### src/rtl/vdp_pkg.sv
// Shared definitions for the VDP CPU front end: access codes, port FSM states,
// register count and CPU port selector values.
package vdp_pkg;
    localparam int NUM_REGS = 11;

    localparam logic PORT_DATA = 1'b0;
    localparam logic PORT_CTRL = 1'b1;

    typedef enum logic [1:0] {
        VRAM_RD = 2'd0,
        VRAM_WR = 2'd1,
        REG_WR  = 2'd2,
        CRAM_WR = 2'd3
    } vdp_code_t;

    typedef enum logic [1:0] {
        IDLE       = 2'd0,
        RD_ISSUE   = 2'd1,
        RD_CAPTURE = 2'd2
    } port_state_t;
endpackage

### src/rtl/vdp_reg_file.sv
// VDP register bank: NUM_REGS bytes, single write port, packed parallel output.
// Writes addressed past the last register are dropped.
module vdp_reg_file #(
    parameter int NUM_REGS = vdp_pkg::NUM_REGS
) (
    input  logic                     clk,
    input  logic                     rst,
    input  logic                     we_i,
    input  logic [3:0]               idx_i,
    input  logic [7:0]               data_i,
    output logic [NUM_REGS-1:0][7:0] regs_o
);
    logic [NUM_REGS-1:0][7:0] regs_q;

    // register storage; the per-entry compare keeps out-of-range indices harmless
    always_ff @(posedge clk) begin
        if (rst) begin
            regs_q <= '0;
        end else begin
            for (int i = 0; i < NUM_REGS; i++) begin
                if (we_i && (idx_i == 4'(i))) begin
                    regs_q[i] <= data_i;
                end
            end
        end
    end

    assign regs_o = regs_q;
endmodule

### src/rtl/vdp_cpu_port.sv
// VDP CPU port: decodes control/data port accesses into address/code setup,
// register writes, VRAM/CRAM writes and buffered VRAM reads.
module vdp_cpu_port #(
    parameter int VRAM_AW  = 14,
    parameter int CRAM_AW  = 5,
    parameter int CRAM_DW  = 6,
    parameter int NUM_REGS = vdp_pkg::NUM_REGS
) (
    input  logic                     clk,
    input  logic                     rst,
    input  logic                     cpu_req,
    input  logic                     cpu_we,
    input  logic                     cpu_port,
    input  logic [7:0]               cpu_wdata,
    output logic [7:0]               cpu_rdata,
    output logic                     cpu_ack,
    input  logic [7:0]               status_in,
    output logic                     status_clr,
    output logic [VRAM_AW-1:0]       vram_addr,
    output logic                     vram_we,
    output logic                     vram_re,
    output logic [7:0]               vram_wdata,
    input  logic [7:0]               vram_rdata,
    output logic [CRAM_AW-1:0]       cram_addr,
    output logic                     cram_we,
    output logic [CRAM_DW-1:0]       cram_wdata,
    output logic [NUM_REGS-1:0][7:0] regs
);
    import vdp_pkg::*;

    localparam logic [VRAM_AW-1:0] ADDR_ONE = VRAM_AW'(1);

    port_state_t        state_q, state_d;
    logic [VRAM_AW-1:0] addr_q, addr_d;
    vdp_code_t          code_q, code_d;
    logic               first_done_q, first_done_d;
    logic [7:0]         read_buf_q, read_buf_d;
    vdp_code_t          wcode_s;
    logic               accept_s;

    logic               ack_q, ack_d;
    logic [7:0]         rdata_q, rdata_d;
    logic               sclr_q, sclr_d;
    logic [VRAM_AW-1:0] vaddr_q, vaddr_d;
    logic               vwe_q, vwe_d;
    logic               vre_q, vre_d;
    logic [7:0]         vwdata_q, vwdata_d;
    logic [CRAM_AW-1:0] caddr_q, caddr_d;
    logic               cwe_q, cwe_d;
    logic [CRAM_DW-1:0] cwdata_q, cwdata_d;
    logic               reg_we_s;
    logic [3:0]         reg_idx_s;
    logic [7:0]         reg_data_s;

    // A request is not taken while its own ack is still showing.
    assign accept_s = (state_q == IDLE) && cpu_req && !ack_q;
    assign wcode_s  = vdp_code_t'(cpu_wdata[7:6]);

    // state and protocol registers
    always_ff @(posedge clk) begin
        if (rst) begin
            state_q      <= IDLE;
            addr_q       <= '0;
            code_q       <= VRAM_RD;
            first_done_q <= 1'b0;
            read_buf_q   <= 8'h00;
        end else begin
            state_q      <= state_d;
            addr_q       <= addr_d;
            code_q       <= code_d;
            first_done_q <= first_done_d;
            read_buf_q   <= read_buf_d;
        end
    end

    // next-state and protocol decode
    always_comb begin
        state_d      = state_q;
        addr_d       = addr_q;
        code_d       = code_q;
        first_done_d = first_done_q;
        read_buf_d   = read_buf_q;
        case (state_q)
            IDLE: begin
                if (!accept_s) begin
                    state_d = IDLE;
                end else if (cpu_port == PORT_CTRL) begin
                    first_done_d = 1'b0;
                    if (!cpu_we) begin
                        first_done_d = 1'b0;
                    end else if (!first_done_q) begin
                        addr_d[7:0]  = cpu_wdata;
                        first_done_d = 1'b1;
                    end else begin
                        addr_d[VRAM_AW-1:8] = cpu_wdata[VRAM_AW-9:0];
                        code_d              = wcode_s;
                        if (wcode_s == VRAM_RD) begin
                            state_d = RD_ISSUE;
                        end else begin
                            state_d = IDLE;
                        end
                    end
                end else begin
                    first_done_d = 1'b0;
                    if (cpu_we) begin
                        read_buf_d = cpu_wdata;
                        addr_d     = addr_q + ADDR_ONE;
                    end else begin
                        state_d = RD_ISSUE;
                    end
                end
            end
            RD_ISSUE: begin
                addr_d  = addr_q + ADDR_ONE;
                state_d = RD_CAPTURE;
            end
            RD_CAPTURE: begin
                read_buf_d = vram_rdata;
                state_d    = IDLE;
            end
            default: begin
                state_d = IDLE;
            end
        endcase
    end

    // next values of the registered outputs; strobes line up with the ack cycle
    always_comb begin
        ack_d      = accept_s;
        rdata_d    = rdata_q;
        sclr_d     = 1'b0;
        vaddr_d    = vaddr_q;
        vwe_d      = 1'b0;
        vre_d      = 1'b0;
        vwdata_d   = vwdata_q;
        caddr_d    = caddr_q;
        cwe_d      = 1'b0;
        cwdata_d   = cwdata_q;
        reg_we_s   = 1'b0;
        reg_idx_s  = cpu_wdata[3:0];
        reg_data_s = addr_q[7:0];
        if (accept_s) begin
            if (cpu_port == PORT_CTRL) begin
                if (!cpu_we) begin
                    rdata_d = status_in;
                    sclr_d  = 1'b1;
                end else if (first_done_q && (wcode_s == REG_WR)) begin
                    reg_we_s = 1'b1;
                end else begin
                    reg_we_s = 1'b0;
                end
            end else if (!cpu_we) begin
                rdata_d = read_buf_q;
            end else if (code_q == CRAM_WR) begin
                cwe_d    = 1'b1;
                caddr_d  = addr_q[CRAM_AW-1:0];
                cwdata_d = cpu_wdata[CRAM_DW-1:0];
            end else begin
                vwe_d    = 1'b1;
                vaddr_d  = addr_q;
                vwdata_d = cpu_wdata;
            end
        end else begin
            ack_d = 1'b0;
        end
        if (state_d == RD_ISSUE && state_q == IDLE) begin
            vre_d   = 1'b1;
            vaddr_d = addr_d;
        end else begin
            vre_d = vre_d;
        end
    end

    // output registers
    always_ff @(posedge clk) begin
        if (rst) begin
            ack_q    <= 1'b0;
            rdata_q  <= 8'h00;
            sclr_q   <= 1'b0;
            vaddr_q  <= '0;
            vwe_q    <= 1'b0;
            vre_q    <= 1'b0;
            vwdata_q <= 8'h00;
            caddr_q  <= '0;
            cwe_q    <= 1'b0;
            cwdata_q <= '0;
        end else begin
            ack_q    <= ack_d;
            rdata_q  <= rdata_d;
            sclr_q   <= sclr_d;
            vaddr_q  <= vaddr_d;
            vwe_q    <= vwe_d;
            vre_q    <= vre_d;
            vwdata_q <= vwdata_d;
            caddr_q  <= caddr_d;
            cwe_q    <= cwe_d;
            cwdata_q <= cwdata_d;
        end
    end

    vdp_reg_file #(.NUM_REGS(NUM_REGS)) u_regs (
        .clk    (clk),
        .rst    (rst),
        .we_i   (reg_we_s),
        .idx_i  (reg_idx_s),
        .data_i (reg_data_s),
        .regs_o (regs)
    );

    assign cpu_ack    = ack_q;
    assign cpu_rdata  = rdata_q;
    assign status_clr = sclr_q;
    assign vram_addr  = vaddr_q;
    assign vram_we    = vwe_q;
    assign vram_re    = vre_q;
    assign vram_wdata = vwdata_q;
    assign cram_addr  = caddr_q;
    assign cram_we    = cwe_q;
    assign cram_wdata = cwdata_q;
endmodule
### config.mk
export PLATFORM = sky130hd
export DESIGN_NAME = vdp_cpu_port
export DESIGN_NICKNAME = d
export VERILOG_FILES = /design/src/rtl/vdp_pkg.sv /design/src/rtl/vdp_reg_file.sv /design/src/rtl/vdp_cpu_port.sv
export SDC_FILE = /design/constraint.sdc
export NUM_CORES = 1
export LEC_CHECK = 0
export ABC_AREA = 0
export CORE_UTILIZATION = 37
export CTS_BUF_LIST = sky130_fd_sc_hd__clkbuf_16
export DETAILED_ROUTE_END_ITERATION = 8
export DONT_BUFFER_PORTS = 1
export REMOVE_ABC_BUFFERS = 1
export SLEW_MARGIN = 20
export SYNTH_ARGS = -nofsm -noshare
export SYNTH_HDL_FRONTEND = slang
export SYNTH_SLANG_ARGS = --single-unit
export TNS_END_PERCENT = 1
### constraint.sdc
create_clock -name clk -period 2.4 [get_ports clk]
set_clock_uncertainty 0.05 [all_clocks]
set_input_delay 0.72 -clock clk [delete_from_list [all_inputs] [get_ports clk]]
set_output_delay 0.72 -clock clk [all_outputs]
set_load 0.01 [all_outputs]
Yosys cells after proc, flatten, opt, wreduce, memory -nomap -nowiden
Cells that the tools add are included.
{"block": "classes", "n_addsub": 1, "muxes": 38, "reduce_logical": 31, "n_eq_ne": 20, "bitwise": 4}
{"operator": "14-bit two-way mux", "count": 9}
{"operator": "8-bit two-way mux", "count": 7}
{"operator": "14-bit one-hot mux with 2 select lines", "count": 1}
{"operator": "4-bit by 3-bit == test with 1-bit output, second input constant", "count": 4}
{"operator": "8-bit one-hot mux with 2 select lines", "count": 1}
{"operator": "4-bit AND reduction", "count": 4}
{"operator": "1-bit logical AND", "count": 15}
{"operator": "14-bit by 1-bit adder with 14-bit output, second input constant", "count": 1}
{"operator": "1-bit two-way mux", "count": 13}
{"operator": "4-bit == test, second input constant", "count": 3}
{"operator": "2-bit two-way mux", "count": 5}
{"operator": "4-bit by 2-bit == test with 1-bit output, second input constant", "count": 2}
{"operator": "2-bit == test, second input constant", "count": 3}
{"operator": "6-bit two-way mux", "count": 1}
{"operator": "2-bit inequality test, second input constant", "count": 3}
{"operator": "2-bit nonzero test", "count": 3}
{"operator": "5-bit AND reduction", "count": 1}
{"operator": "2-bit by 1-bit == test with 1-bit output, second input constant", "count": 2}
{"operator": "4-bit by 1-bit == test with 1-bit output, second input constant", "count": 1}
{"operator": "2-bit zero test", "count": 2}
{"operator": "4-bit zero test", "count": 1}
{"operator": "2-bit by 1-bit inequality test with 1-bit output, second input constant", "count": 2}
{"operator": "1-bit NOT", "count": 4}
{"operator": "2-bit one-hot mux with 2 select lines", "count": 1}
{"operator": "other kinds (4)", "count": 5}
{"block": "word_totals", "reg_bits": 161, "elab_cells": 120, "output_inout_bits": 134}

Depth between registers and ports, before layout
{"block": "logic_depth", "depth_word": 11, "mapped_depth": 7}

Modules after synthesis
A second synthesis with hierarchy kept.
{"block": "unflattened", "cells_unflattened": 769, "area_unflattened_um2": 7125.6}
{"module": "vdp_cpu_port", "n_inst": 1, "seq_area_each_um2": 1461.4, "area_per_inst_um2": 3643.5, "cells_each": 458}
{"module": "vdp_reg_file", "n_inst": 1, "seq_area_each_um2": 1761.7, "area_per_inst_um2": 3482.1, "cells_each": 311}

Worst setup path after synthesis
OpenSTA, ideal clock, no wires.
{"block": "synth_timing", "kind": "input to register", "start": "input port cpu_port", "end": "register addr_q[5]", "cell_stages": 5, "n_path_buf": 0, "setup_slack_ns": 0.335, "arrival_ns": 1.900, "t_required_ns": 2.235, "path_cell_list": "nand2_1 -> a31oi_1 -> a211o_1 -> a221o_1 -> and2_1"}
{"block": "synth_between", "elab_chain_cells": 3}
{"item": "from (decl)", "line": "vdp_cpu_port.sv:13", "rtl": "input logic cpu_port,"}
{"item": "14-bit two-way mux", "line": "vdp_cpu_port.sv:87", "rtl": "end else if (cpu_port == PORT_CTRL) begin"}
{"item": "14-bit two-way mux", "line": "vdp_cpu_port.sv:85", "rtl": "if (!accept_s) begin"}
{"item": "14-bit one-hot mux with 2 select lines", "line": "vdp_cpu_port.sv:83", "rtl": "case (state_q)"}
{"item": "to (signal assigned)", "line": "vdp_cpu_port.sv:69", "rtl": "addr_q <= addr_d;"}
{"item": "to (decl)", "line": "vdp_cpu_port.sv:34", "rtl": "logic [VRAM_AW-1:0] addr_q, addr_d;"}
No other way between the ends.
A chain may end at the register's enable or synchronous reset.

Worst setup path after layout
{"block": "layout_timing", "start": "register addr_q[0]", "end": "register vaddr_q[8], in the netlist vram_addr[8]"}
{"block": "layout_between", "elab_chain_cells": 6}
{"item": "14-bit by 1-bit adder with 14-bit output (*)", "line": "vdp_cpu_port.sv:107, vdp_cpu_port.sv:114"}
{"item": "14-bit two-way mux", "line": "vdp_cpu_port.sv:105", "rtl": "if (cpu_we) begin"}
{"item": "14-bit two-way mux", "line": "vdp_cpu_port.sv:87"}
{"item": "14-bit two-way mux", "line": "vdp_cpu_port.sv:85"}
{"item": "14-bit one-hot mux with 2 select lines (*)", "line": "vdp_cpu_port.sv:83"}
{"item": "14-bit two-way mux (*)", "line": "vdp_cpu_port.sv:166", "rtl": "if (state_d == RD_ISSUE && state_q == IDLE) begin"}
{"item": "to (signal assigned)", "line": "vdp_cpu_port.sv:191", "rtl": "vaddr_q <= vaddr_d;"}
{"item": "to (decl)", "line": "vdp_cpu_port.sv:44", "rtl": "logic [VRAM_AW-1:0] vaddr_q, vaddr_d;"}
Mark *: on every way between the ends. The rest lies on a longest branch, timed or not.

==> reports/metrics.csv <==
metric;value;unit
cells after synthesis;736;
critical path cell sequence;ha_1 -> and3_1 -> nand3_1 -> a221o_1 -> a221oi_1 -> o22ai_1;
Reg2Reg Setup Slack;0.18;ns
Final min period;2.22;ns
kind of critical path;reg2reg;
fin nets;755;
total routing usage reported by global routing;21.0;%
Port-buffer cells;0;
worst vdd ir;0.000484;V
IO Count;163;
FMAX;451;MHz
mean post-synth cell area;9.39;µm²
FF-to-FF path depth;6;
Max H-tree Level;4;
Max Cap Viol;0;
Slowest-stage cell, CP;a221oi_1;
fin area;0.00778;mm²
P&R area growth vs syn;12.6;%
# clock sinks;161;
Setup Fix Bufs, Post-CTS;0;
placed cell area;0.00718;mm²
main flop type after synthesis;dfxtp_1;
pin count of the biggest net entering global routing;154;
Root Buffer Master;clkbuf_16;
WP data arrival;2.45;ns
dpl ws;0.152;ns
Slew Limit Fails;0;
cts-stage hold buffer count;0;
Worst setup EP type;register;
Max-slew headroom;61.9;%
met3 wire length;2.17;mm
outcome;finished, violations left;
Die Y;139;µm
EDFF count, synth;0;
core area;0.0181;mm²
Crit Reg-Reg Endpoint;vram_addr[8];
drt pass-1 iters;7;
register area share after synthesis;46.6;%
met1 wire length;8.46;mm
commonest cells after routing, fill and taps aside;161 x dfxtp_1, 135 x nor2_1, 111 x mux2i_1;
hold slack;0.314;ns
CP Buf/Inv Count;0;
std cell rows;49;
DRC;13;
layout cells sized above 1;11.5;%
post-route setup slack;0.181;ns
routed length on met2;9.14;mm
drt initial violations;425;
first-pass GRT wire length;31.4;mm
FF+latch area;0.00322;mm²
Synth warnings;0;
failing checks;DRC;
initial antenna violation count;0;
asr flop ratio synth;0;%
CP startpoint kind;register;
Worst-path clk slew;0.06;ns
static leakage power;3.23;nW
Hold Fails Final Rpt;0;
DIE AREA;0.0192;mm²
Detailed Place HPWL;13.7;mm
final setup violation count;0;
period utilization;92.5;%
CP delay by family, top;compound AO/OA/AOI/OAI gates;
worst skew pair latency;0.42;ns
drt via density;5.62;
vias in the first global route;5330;
Util after Layout;42.9;%
global placement routability congestion;0.904;
synthesized area;0.00691;mm²
Worst EP required;2.63;ns
HP Class;in2reg;
commonest non-fill, non-tap cell in the layout;dfxtp_1;
Chip Width;139;µm
Pwr Density;755;mW/mm²
vias;5430;
launching point of the worst reg2reg path;addr_q[0];
cts bufs inserted;17;
TritonCTS clock tree;done;
buffer depth of the longest clock path;2;
Initial Util;38.1;%
Least-Margin Pin Slew;0.567;ns
WL final;20.1;mm
Min-Delay Endpoint;u_regs.regs_o[14];
multi-input logic area;0.00335;mm²
RSZ-0062 raised after global routing;no;
GR Overflow Total;0;
Antenna Nets Post-Route;0;
DR WL/cell;20.8;µm
Synth cell types;67;
top layer in use;met4;
n_diodes;0;
Hold Crit Depth;1;
Synth Register Bits;161;
fillcell total;1763;
largest stage delay on the critical path;0.41;ns
crit-path max FO;6;
Worst Hold Launch;rst;
==> registers in the layout (all words and copies together) (netlist names), 5 cells and up <==
signal,cells
u_regs.regs_o,88
vram_wdata,8
cram_addr,5
cram_wdata,6
addr_q,14
read_buf_q,8
cpu_rdata,8
vram_addr,14
==> power breakdown <==
group,total (mW),switching [mW],internal (mW)
clock network,2.78,1.13,1.65
logic,0.345,0.215,0.130
registers,2.76,0.0422,2.71
total,5.88,1.39,4.49
==> cell usage after synthesis, types with 5 or more instances <==
cell type  count  area, µm²
a211oi_1      12       90.1
a21oi_1       24        120
a221o_1        5       50.1
a22oi_1       14        105
a311oi_1       7       61.3
and2_1         7       43.8
and3_1         9       56.3
buf_2         26        130
clkbuf_1      31        116
dfxtp_1      161       3220
inv_1          8       30.0
mux2i_1      111       1110
nand2_1       44        165
nand2b_1       7       43.8
nand3_1       12       60.1
nand3_2        6       60.1
nand4_1        5       31.3
nor2_1       135        507
nor2b_1        6       37.5
nor3_1         8       40.0
o21ai_0       13       65.1
o22ai_1        7       43.8
o2bb2ai_1      6       52.6
==> cell type report <==
type / count / area share, %
Multi-Input combinational cell: 503 / 43.0
Sequential cell: 161 / 41.4
Clock buffer: 17 / 5.47
Tap cell: 229 / 3.68
Timing Repair Buffer: 33 / 3.67
Clock inverter: 15 / 2.31
Inverter: 9 / 0.434
==> how the worst max path moves through the flow <==
stage / start / slack (ns) / to / cells after the start
floorplan: cpu_we / -0.38 / cram_addr[2] / 5
global placement: cpu_we / 0.19 / vram_addr[8] / 5
detailed placement: cpu_port / 0.15 / u_regs.regs_o[68] / 6
CTS: addr_q[0] / 0.21 / vram_addr[8] / 6
global route: addr_q[0] / 0.08 / addr_q[7] / 6
finish: addr_q[0] / 0.18 / vram_addr[8] / 6
==> metal layers <==
layer	up-vias	GRT usage [%]
met4	0	6.20
li1	2584	-
met2	225	33.3
met3	23	9.39
met1	2598	25.5
met5	-	0
==> kinds of logic (layout without fill, tap and decap cells) <==
family,count (synthesis),in the layout,share of synthesized area (%)
DFF,161,161,46.6
xor gates and xnor gates,1,1,0.127
AOI/OAI and AO/OA,121,121,12.5
buffers and inverters,72,74,4.92
adders and majority gates,1,1,0.181
and+or+nand+nor,269,269,19.6
muxes,111,111,16.1
==> metrics by stage <==
stage / std cells / power [mW] / TNS (ns)
floorplan: 673 / 3.02 / -4.15
global placement: 935 / 3.15 / 0
detailed placement: 935 / 3.16 / 0
CTS: 967 / 5.94 / 0
global route: 967 / 6.07 / 0
finish: 967 / 5.88 / 0
==> what timing repair did <==
action / in CTS / in global routing
endpoints found under the setup margin: 0 / 2
gates resized for setup: 0 / 1
hold endpoints to repair: 0 / 0
Note: power is estimated with default switching activity, not from simulation.
